## config.mk

```make
export PLATFORM = sky130hd
export DESIGN_NAME = e203_dtcm_icb2ram
export DESIGN_NICKNAME = d
export VERILOG_FILES = /design/src/rtl/e203_dtcm_icb2ram_pkg.sv /design/src/rtl/e203_dtcm_ls_ctrl.sv /design/src/rtl/e203_dtcm_icb2ram.sv
export SDC_FILE = /design/constraint.sdc
export NUM_CORES = 1
export LEC_CHECK = 0
export CORE_MARGIN = 4
export CORE_UTILIZATION = 37
export DETAILED_ROUTE_END_ITERATION = 8
export PLACE_DENSITY_LB_ADDON = 0.1
export SLEW_MARGIN = 20
export SYNTH_ARGS = -nofsm -noshare
export SYNTH_HDL_FRONTEND = slang
export SYNTH_SLANG_ARGS = --single-unit
export TNS_END_PERCENT = 100
```

## constraint.sdc

```tcl
create_clock -name clk -period 2.75 [get_ports clk]
set_clock_uncertainty 0.1 [all_clocks]
set_input_delay 0.275 -clock clk [delete_from_list [all_inputs] [get_ports clk]]
set_output_delay 0.275 -clock clk [all_outputs]
set_load 0.03 [all_outputs]
```

## src/rtl/e203_dtcm_icb2ram_pkg.sv

```systemverilog
// Shared DTCM SRAM geometry defaults and power-state encodings.
package e203_dtcm_icb2ram_pkg;

    localparam int E203_DTCM_RAM_AW = 14;
    localparam int E203_DTCM_RAM_DW = 32;
    localparam int E203_DTCM_RAM_MW = E203_DTCM_RAM_DW / 8;

    typedef enum logic {
        PWR_ACTIVE = 1'b0,
        PWR_SLEEP  = 1'b1
    } pwr_state_e;

    // Read data is forwarded only for in-range reads.
    function automatic logic rsp_data_live(input logic is_read, input logic is_err);
        return is_read & ~is_err;
    endfunction

endpackage

```

## src/rtl/e203_dtcm_ls_ctrl.sv

```systemverilog
// Light-sleep controller: idle counter and ACTIVE/SLEEP FSM for the DTCM macro.
module e203_dtcm_ls_ctrl
    import e203_dtcm_icb2ram_pkg::*;
#(
    parameter int LS_IDLE = 16
) (
    input  logic clk_i,
    input  logic rst_ni,
    input  logic ls_en_i,
    input  logic cmd_valid_i,
    input  logic busy_i,
    output logic ram_ls_o,
    output logic wake_block_o
);

    localparam int CW = (LS_IDLE > 1) ? $clog2(LS_IDLE) : 1;
    localparam logic [CW-1:0] CNT_LAST = CW'(LS_IDLE - 1);

    pwr_state_e    state_q;
    logic [CW-1:0] cnt_q;
    logic          ls_q;
    logic          idle_s;

    assign idle_s = ~cmd_valid_i & ~busy_i;

    // Power FSM with saturating idle counter; ls_q is the registered sleep pin.
    always_ff @(posedge clk_i or negedge rst_ni) begin
        if (!rst_ni) begin
            state_q <= PWR_ACTIVE;
            cnt_q   <= {CW{1'b0}};
            ls_q    <= 1'b0;
        end else begin
            case (state_q)
                PWR_ACTIVE: begin
                    if (idle_s && ls_en_i && (cnt_q == CNT_LAST)) begin
                        state_q <= PWR_SLEEP;
                        ls_q    <= 1'b1;
                    end else if (!idle_s) begin
                        cnt_q <= {CW{1'b0}};
                    end else if (cnt_q != CNT_LAST) begin
                        cnt_q <= cnt_q + {{(CW-1){1'b0}}, 1'b1};
                    end else begin
                        cnt_q <= cnt_q;
                    end
                end
                PWR_SLEEP: begin
                    if (cmd_valid_i || !ls_en_i) begin
                        state_q <= PWR_ACTIVE;
                        ls_q    <= 1'b0;
                        cnt_q   <= {CW{1'b0}};
                    end else begin
                        ls_q <= 1'b1;
                    end
                end
                default: begin
                    state_q <= PWR_ACTIVE;
                    ls_q    <= 1'b0;
                    cnt_q   <= {CW{1'b0}};
                end
            endcase
        end
    end

    // Commands are held off for the whole sleep period, including the wake cycle.
    assign ram_ls_o     = ls_q;
    assign wake_block_o = ls_q;

endmodule

```

## src/rtl/e203_dtcm_icb2ram.sv

```systemverilog
// ICB-to-SRAM bridge for the DTCM: single-beat commands, in-order responses
// through one s1 stage plus a one-entry hold buffer, and light-sleep control.
module e203_dtcm_icb2ram
    import e203_dtcm_icb2ram_pkg::*;
#(
    parameter int AW      = 32,
    parameter int RAM_AW  = E203_DTCM_RAM_AW,
    parameter int DW      = E203_DTCM_RAM_DW,
    parameter int MW      = E203_DTCM_RAM_MW,
    parameter int LS_IDLE = 16
) (
    input  logic              clk,
    input  logic              rst_n,
    input  logic              ls_en,
    input  logic              cmd_valid,
    output logic              cmd_ready,
    input  logic [AW-1:0]     cmd_addr,
    input  logic              cmd_read,
    input  logic [DW-1:0]     cmd_wdata,
    input  logic [MW-1:0]     cmd_wmask,
    output logic              rsp_valid,
    input  logic              rsp_ready,
    output logic [DW-1:0]     rsp_rdata,
    output logic              rsp_err,
    output logic              ram_cs,
    output logic              ram_we,
    output logic [RAM_AW-1:0] ram_addr,
    output logic [MW-1:0]     ram_wem,
    output logic [DW-1:0]     ram_din,
    input  logic [DW-1:0]     ram_dout,
    output logic              ram_sd,
    output logic              ram_ds,
    output logic              ram_ls
);

    logic          cmd_fire_s, in_range_s, wake_block_s, unused_addr_s;
    logic          s1_vld_q, s1_read_q, s1_err_q;
    logic          s1_vld_d, s1_read_d, s1_err_d;
    logic          hold_vld_q, hold_err_q, hold_vld_d, hold_err_d;
    logic [DW-1:0] hold_rdata_q, hold_rdata_d, s1_rdata_s;

    assign in_range_s    = (cmd_addr[AW-1:RAM_AW+2] == {(AW-RAM_AW-2){1'b0}});
    assign unused_addr_s = ^cmd_addr[1:0];
    assign cmd_ready     = ~hold_vld_q & ~wake_block_s;
    assign cmd_fire_s    = cmd_valid & cmd_ready;

    assign ram_cs   = cmd_fire_s & in_range_s;
    assign ram_we   = ram_cs & ~cmd_read;
    assign ram_addr = cmd_addr[RAM_AW+1:2];
    assign ram_din  = cmd_wdata;
    assign ram_sd   = 1'b0;
    assign ram_ds   = 1'b0;

    always_comb begin
        if (ram_we) begin
            ram_wem = cmd_wmask;
        end else begin
            ram_wem = {MW{1'b0}};
        end
    end

    // ram_dout stays valid for s1 until the next cs, which cannot happen while hold is full.
    assign s1_rdata_s = (s1_vld_q && rsp_data_live(s1_read_q, s1_err_q)) ? ram_dout : {DW{1'b0}};

    always_comb begin
        s1_vld_d     = s1_vld_q;
        s1_read_d    = s1_read_q;
        s1_err_d     = s1_err_q;
        hold_vld_d   = hold_vld_q;
        hold_rdata_d = hold_rdata_q;
        hold_err_d   = hold_err_q;
        if (!hold_vld_q) begin
            s1_vld_d  = cmd_fire_s;
            s1_read_d = cmd_read;
            s1_err_d  = ~in_range_s;
        end else begin
            s1_vld_d  = s1_vld_q;
        end
        if (hold_vld_q) begin
            hold_vld_d = ~rsp_ready;
        end else if (s1_vld_q && !rsp_ready) begin
            hold_vld_d   = 1'b1;
            hold_rdata_d = s1_rdata_s;
            hold_err_d   = s1_err_q;
        end else begin
            hold_vld_d = 1'b0;
        end
    end

    // Response pipeline state; reset drops anything in flight.
    always_ff @(posedge clk or negedge rst_n) begin
        if (!rst_n) begin
            s1_vld_q     <= 1'b0;
            s1_read_q    <= 1'b0;
            s1_err_q     <= 1'b0;
            hold_vld_q   <= 1'b0;
            hold_rdata_q <= {DW{1'b0}};
            hold_err_q   <= 1'b0;
        end else begin
            s1_vld_q     <= s1_vld_d;
            s1_read_q    <= s1_read_d;
            s1_err_q     <= s1_err_d;
            hold_vld_q   <= hold_vld_d;
            hold_rdata_q <= hold_rdata_d;
            hold_err_q   <= hold_err_d;
        end
    end

    assign rsp_valid = hold_vld_q | s1_vld_q;

    always_comb begin
        if (hold_vld_q) begin
            rsp_rdata = hold_rdata_q;
            rsp_err   = hold_err_q;
        end else begin
            rsp_rdata = s1_rdata_s;
            rsp_err   = s1_vld_q & s1_err_q;
        end
    end

    e203_dtcm_ls_ctrl #(
        .LS_IDLE(LS_IDLE)
    ) u_ls_ctrl (
        .clk_i       (clk),
        .rst_ni      (rst_n),
        .ls_en_i     (ls_en),
        .cmd_valid_i (cmd_valid),
        .busy_i      (s1_vld_q | hold_vld_q),
        .ram_ls_o    (ram_ls),
        .wake_block_o(wake_block_s)
    );

endmodule
```

# [Word-level counts from Yosys, hierarchy flattened]
# Index checks and enable logic that the tools add are counted.
[word_totals] out_inout_bits=90 reg_bits=43 elab_cells=59
[classes] n_mux=16 addsub=1 bitwise=17 eq_ne=6 n_reduce_logical=10
[op_table] cell="$mux W32" count=2
[op_table] cell="$mux W4" count=5
[op_table] cell="$logic_not A16 Y1" count=1
[op_table] cell="$not A1 Y1" count=9
[op_table] cell="$pmux W4 S2" count=1
[op_table] cell="$and A1 B1 Y1" count=7
[op_table] cell="$mux W1" count=6
[op_table] cell="$add A4 B1 Y4 const B" count=1
[op_table] cell="$eq A4 B4 Y1 const B" count=1
[op_table] cell="$logic_and A1 B1 Y1" count=4
[op_table] cell="$ne A2 B2 Y1 const B" count=2
[op_table] cell="$ne A4 B4 Y1 const B" count=1
[op_table] cell="$pmux W1 S2" count=2
[op_table] cell="$ne A3 B3 Y1 const B" count=1
[op_table] cell="$reduce_and A3 Y1" count=1
[op_table] cell="$logic_not A1 Y1" count=2
[op_table] cell="$ne A2 B1 Y1 const B" count=1
[op_table] cell="$reduce_and A2 Y1" count=1
[op_table] cell="$logic_or A1 B1 Y1" count=1
[op_table] cell="$or A1 B1 Y1" count=1

# [Depth between registers and ports, before layout]
[logic_depth] ltp_word=7 ltp_mapped=5 mapped_depth_nobuf=4

# [Modules after synthesis]
# From an unflattened synthesis, not the netlist that was laid out.
[hier_totals] hier_cells=323 area_unflattened_um2=2591.2
[modules_own_cells] mod="e203_dtcm_icb2ram" seq_area_each_um2=925.9 cells_each=294 n_inst=1 area_per_inst_um2=2275.9
[modules_own_cells] mod="e203_dtcm_ls_ctrl" seq_area_each_um2=150.1 cells_each=29 n_inst=1 area_per_inst_um2=315.3

# [Worst setup path after synthesis]
# Ideal clock, no wire load.
[synth_path] path_type="register to output" startpoint="register u_ls_ctrl.ls_q (netlist: u_ls_ctrl.ram_ls_o)" endpoint="output ram_wem[0]" required_ns=2.375 path_buffers=0 t_arrival_ns=1.821 path_stages_with_launch=4 slack_ns=0.554 cell_sequence="dfrtp_1 or3b_1 or2_4 nor3_1"
[synth_via] elab_chain_len=6
[synth_lines] item="start, declared" line_no="e203_dtcm_ls_ctrl.sv:21" source="logic ls_q;"
[synth_lines] item="start signal, assigned" line_no="e203_dtcm_ls_ctrl.sv:31" source="ls_q <= 1'b0;"
[synth_lines] item="start signal, assigned" line_no="e203_dtcm_ls_ctrl.sv:37" source="ls_q <= 1'b1;"
[synth_lines] item="start signal, assigned" line_no="e203_dtcm_ls_ctrl.sv:49" source="ls_q <= 1'b0;"
[synth_lines] item="$not A1 Y1" line_no="e203_dtcm_icb2ram.sv:44" source="assign cmd_ready = ~hold_vld_q & ~wake_block_s;"
[synth_lines] item="$and A1 B1 Y1" line_no="e203_dtcm_icb2ram.sv:44"
[synth_lines] item="$and A1 B1 Y1" line_no="e203_dtcm_icb2ram.sv:45" source="assign cmd_fire_s = cmd_valid & cmd_ready;"
[synth_lines] item="$and A1 B1 Y1" line_no="e203_dtcm_icb2ram.sv:47" source="assign ram_cs = cmd_fire_s & in_range_s;"
[synth_lines] item="$and A1 B1 Y1" line_no="e203_dtcm_icb2ram.sv:48" source="assign ram_we = ram_cs & ~cmd_read;"
[synth_lines] item="$mux W4" line_no="e203_dtcm_icb2ram.sv:55" source="if (ram_we) begin"
[synth_lines] item="end, declared" line_no="e203_dtcm_icb2ram.sv:28" source="output logic [MW-1:0] ram_wem,"
# Every way passes these cells.

# [Worst setup path in the final report]
[layout_path] startpoint="input cmd_valid" endpoint="output ram_wem[1]"
[layout_via] elab_chain_len=4
[layout_lines] item="start, declared" line_no="e203_dtcm_icb2ram.sv:15" source="input logic cmd_valid,"
[layout_lines] item="$and A1 B1 Y1" line_no="e203_dtcm_icb2ram.sv:45"
[layout_lines] item="$and A1 B1 Y1" line_no="e203_dtcm_icb2ram.sv:47"
[layout_lines] item="$and A1 B1 Y1" line_no="e203_dtcm_icb2ram.sv:48"
[layout_lines] item="$mux W4" line_no="e203_dtcm_icb2ram.sv:55"
# Every way passes these cells.

==> out/qor.csv <==
stage,metric,value,unit
synthesis,yosys_warnings,0,
worst_setup_path,critPathRequiredTime,2.38,ns
layout,drive_above_1_share,0.151,
placement,gp_congestion,0.758,
sta,post-route-period-util,0.953,
clock_network,clk_pin_slew,0.08,ns
layout,final_nets,483,
synthesis,synth-seq-area-share,0.419,
clock_network,clk_latency,0.29,ns
flow_run,cap_violations,0,
floorplan,die_y,91.3,um
floorplan,ios,196,
clock_network,clk_path_buf_depth,2,
layout,fillers,677,
layout,seq_area,1080,um^2
worst_setup_path,max_stage_delay,0.70,ns
sta,drv_slew,0,
sta,setup_viol,0,
synthesis,synth.avg_cell_area,7.79,um^2
placement,port-buffer-count,99,
power,powerDensity,411,nW/um^2
worst_setup_path,startpoint_type,input port,
routing,drt-pass1-iter-count,4,
power,seqPwrFrac,0.480,
layout,post-route-util,0.490,
clock_network,cts_tree,done,
synthesis,synth_top_cell_area_share,0.419,
floorplan,num_rows,30,
status,status,"finished, final reports clean",
worst_setup_path,crit_chain,clkdlybuf4s50_1 -> or3b_1 -> or2_4 -> nor3_1 -> clkdlybuf4s50_1,
layout,antennaDiodeCount,0,
power,ir_worst_vdd,204,uV
sta,timing.slew.headroom,0.656,
routing,vias,2201,
placement,dpl.hpwl,4500,um
power,p_int,1040,uW
floorplan,core,6760,um^2
sta,rsz0062_at_grt,false,
clock_network,clock_sinks,43,
grt,gr-usage-all-layers,0.144,
synthesis,syn-instance-count,330,
power,p_leak,0.00141,uW
grt,antenna_found_initial,0,
routing,drc,0,
sta,setup_tns,0,ns
synthesis,synth-seq-cells,43,
worst_setup_path,cp_data_arrival_time,2.24,ns
power,netSwitchingFraction,0.233,
worst_setup_path,r2r_slack,0.67,ns
synthesis,synth_area,2570,um^2
sta,finalHoldViolCount,0,
synthesis,yosysTopAreaCell,dfrtp_1,
sta,fmax,0.382,GHz
routing,routedWlPerCell,13.3,um
floorplan,start_util,0.380,
routing,routed_via_density,4.82,
clock_network,cts_root_buffer,clkbuf_8,
worst_hold_path,hold_path_class,in2async,
power,p_switching,318,uW
floorplan,die-area,8340,um^2
worst_setup_path,crit_path_end_kind,output port,
routing,drtIter0Drc,41,
layout,multiInputGateArea,1020,um^2
layout,syn2layout_area_growth,28.8,%
power,clkPwrFrac,0.368,
worst_setup_path,crit_top_cell,clkdlybuf4s50_1,
routing,final_antenna_net_count,0,
clock_network,numCtsBuffers,5,
grt,grt_max_degree,50,
power,comb_power_share,0.152,
sta,hold_slack,0.361,ns
grt,globalRouteOverflowTotal,0,
sta,min_period,2.62,ns
clock_network,ctsHtreeMaxLevel,2,
grt,grt_pass1_vias,2096,
routing,wl,6060,um
worst_setup_path,critical_path_class,in2out,
layout,design_area,3310,um^2
synthesis,synthTopCellsByArea,"dfrtp_1 (42%), nand2_1 (15%), buf_4 (14%)",
worst_setup_path,critPathMaxFanout,5,
placement,placedInstanceArea,3180,um^2
floorplan,die_w,91.3,um
synthesis,synth.distinct_cells,31,
grt,grt_pass1_wl,9780,um
sta,worst_pin_slew,0.516,ns
worst_setup_path,crit_slowest_cell,clkdlybuf4s50_1,
==> layout by cell type, fill, tap and decap left out, types with 3 or more instances in the layout <==
cell               n
nor4_1             4
nor2_1             6
o21ai_1           28
dfrtp_1           42
clkbuf_8           6
buf_4             38
o21ai_0           39
nand3_1            3
clkdlybuf4s50_1   64
nor3_1             5
inv_1              7
nand2b_1           3
nand2_1          102
==> cells by family after synthesis <==
logic type               synth area share
AND/OR/NAND/NOR                     0.216
AO/OA/AOI/OAI                       0.157
flip-flops                          0.419
buffers and inverters               0.187
other                             0.00146
multiplexers                       0.0146
adder cells (fa/ha/maj)           0.00487
==> per-stage QoR <==
stage          setup slack, ns  total power (uW)  instances
3_3_place_gp             0.139               873        448
6_report                 0.131              1360        457
3_5_place_dp            0.0793               874        448
5_1_grt                0.00610              1430        457
4_1_cts                 0.0681              1390        457
2_1_floorplan            0.554               875        331
==> registers in the layout, summed over array words and instances (netlist names) <==
signal	flops
u_ls_ctrl.cnt_q	4
hold_err_q	1
u_ls_ctrl.ram_ls_o	1
s1_read_q	1
u_ls_ctrl.state_q	1
hold_vld_q	1
s1_vld_q	1
s1_err_q	1
hold_rdata_q	32
==> worst max-delay path, delay by kind of cell <==
kind | cells | cell delay [ns]
simple gates | 3 | 0.80
buf+inv | 2 | 1.17
==> repair_timing <==
item                                    CTS  global route
hold endpoints to repair                 19             0
endpoints found under the setup margin    0             1
gates resized for setup                   0             1
buffers inserted                          0             0
hold buffers                              1             0
==> power by group through the flow <==
stage,sequential [uW],clock [uW],combinational [uW]
floorplan,665,0,210
global placement,665,0,208
detailed placement,665,0,208
CTS,653,525,210
global route,655,545,226
finish,653,501,206
==> layout make-up <==
| type | count | area share |
|---|---|---|
| sequential | 43 | 0.325 |
| timing repair buffer | 106 | 0.294 |
| multi-input combinational | 213 | 0.307 |
| clock buffer | 6 | 0.0249 |
| tap | 80 | 0.0302 |
| clock inverter | 2 | 0.0106 |
| inverter | 7 | 0.00794 |
==> path summary, 6_finish.rpt <==
path,from,endpoint,cells after the start
setup / recovery,cmd_valid,ram_wem[1],5
hold / removal,rst_n,hold_rdata_q[8]$_DFFE_PN0P_,2
min in group clk,hold_rdata_q[5]$_DFFE_PN0P_,hold_rdata_q[5]$_DFFE_PN0P_,2
setup reg to reg,hold_vld_q$_DFF_PN0_,hold_rdata_q[24]$_DFFE_PN0P_,5
max in group asynchronous,rst_n,hold_vld_q$_DFF_PN0_,3
hold reg to reg,hold_rdata_q[5]$_DFFE_PN0P_,hold_rdata_q[5]$_DFFE_PN0P_,2
==> synthesized netlist by cell type (all sizes together) <==
cell type,number
inv,7
nand3,3
or2,1
mux2,3
nor2,6
ha,1
o32ai,1
nor4,4
and3b,1
nand4b,1
a21boi,1
buf,59
nor3,6
o21ai,69
conb,1
dfrtp,43
a41oi,1
clkbuf,9
nand4,1
and3,1
nand2,102
a211oi,2
or3b,2
nand2b,3
a21oi,2
==> layer usage <==
metal  global-route usage  wire, um
met4               0.0415        85
met5                    0         0
met3               0.0679       610
met2                0.232      2690
met1                0.173      2680
Note: power is estimated with default switching activity, not from simulation.
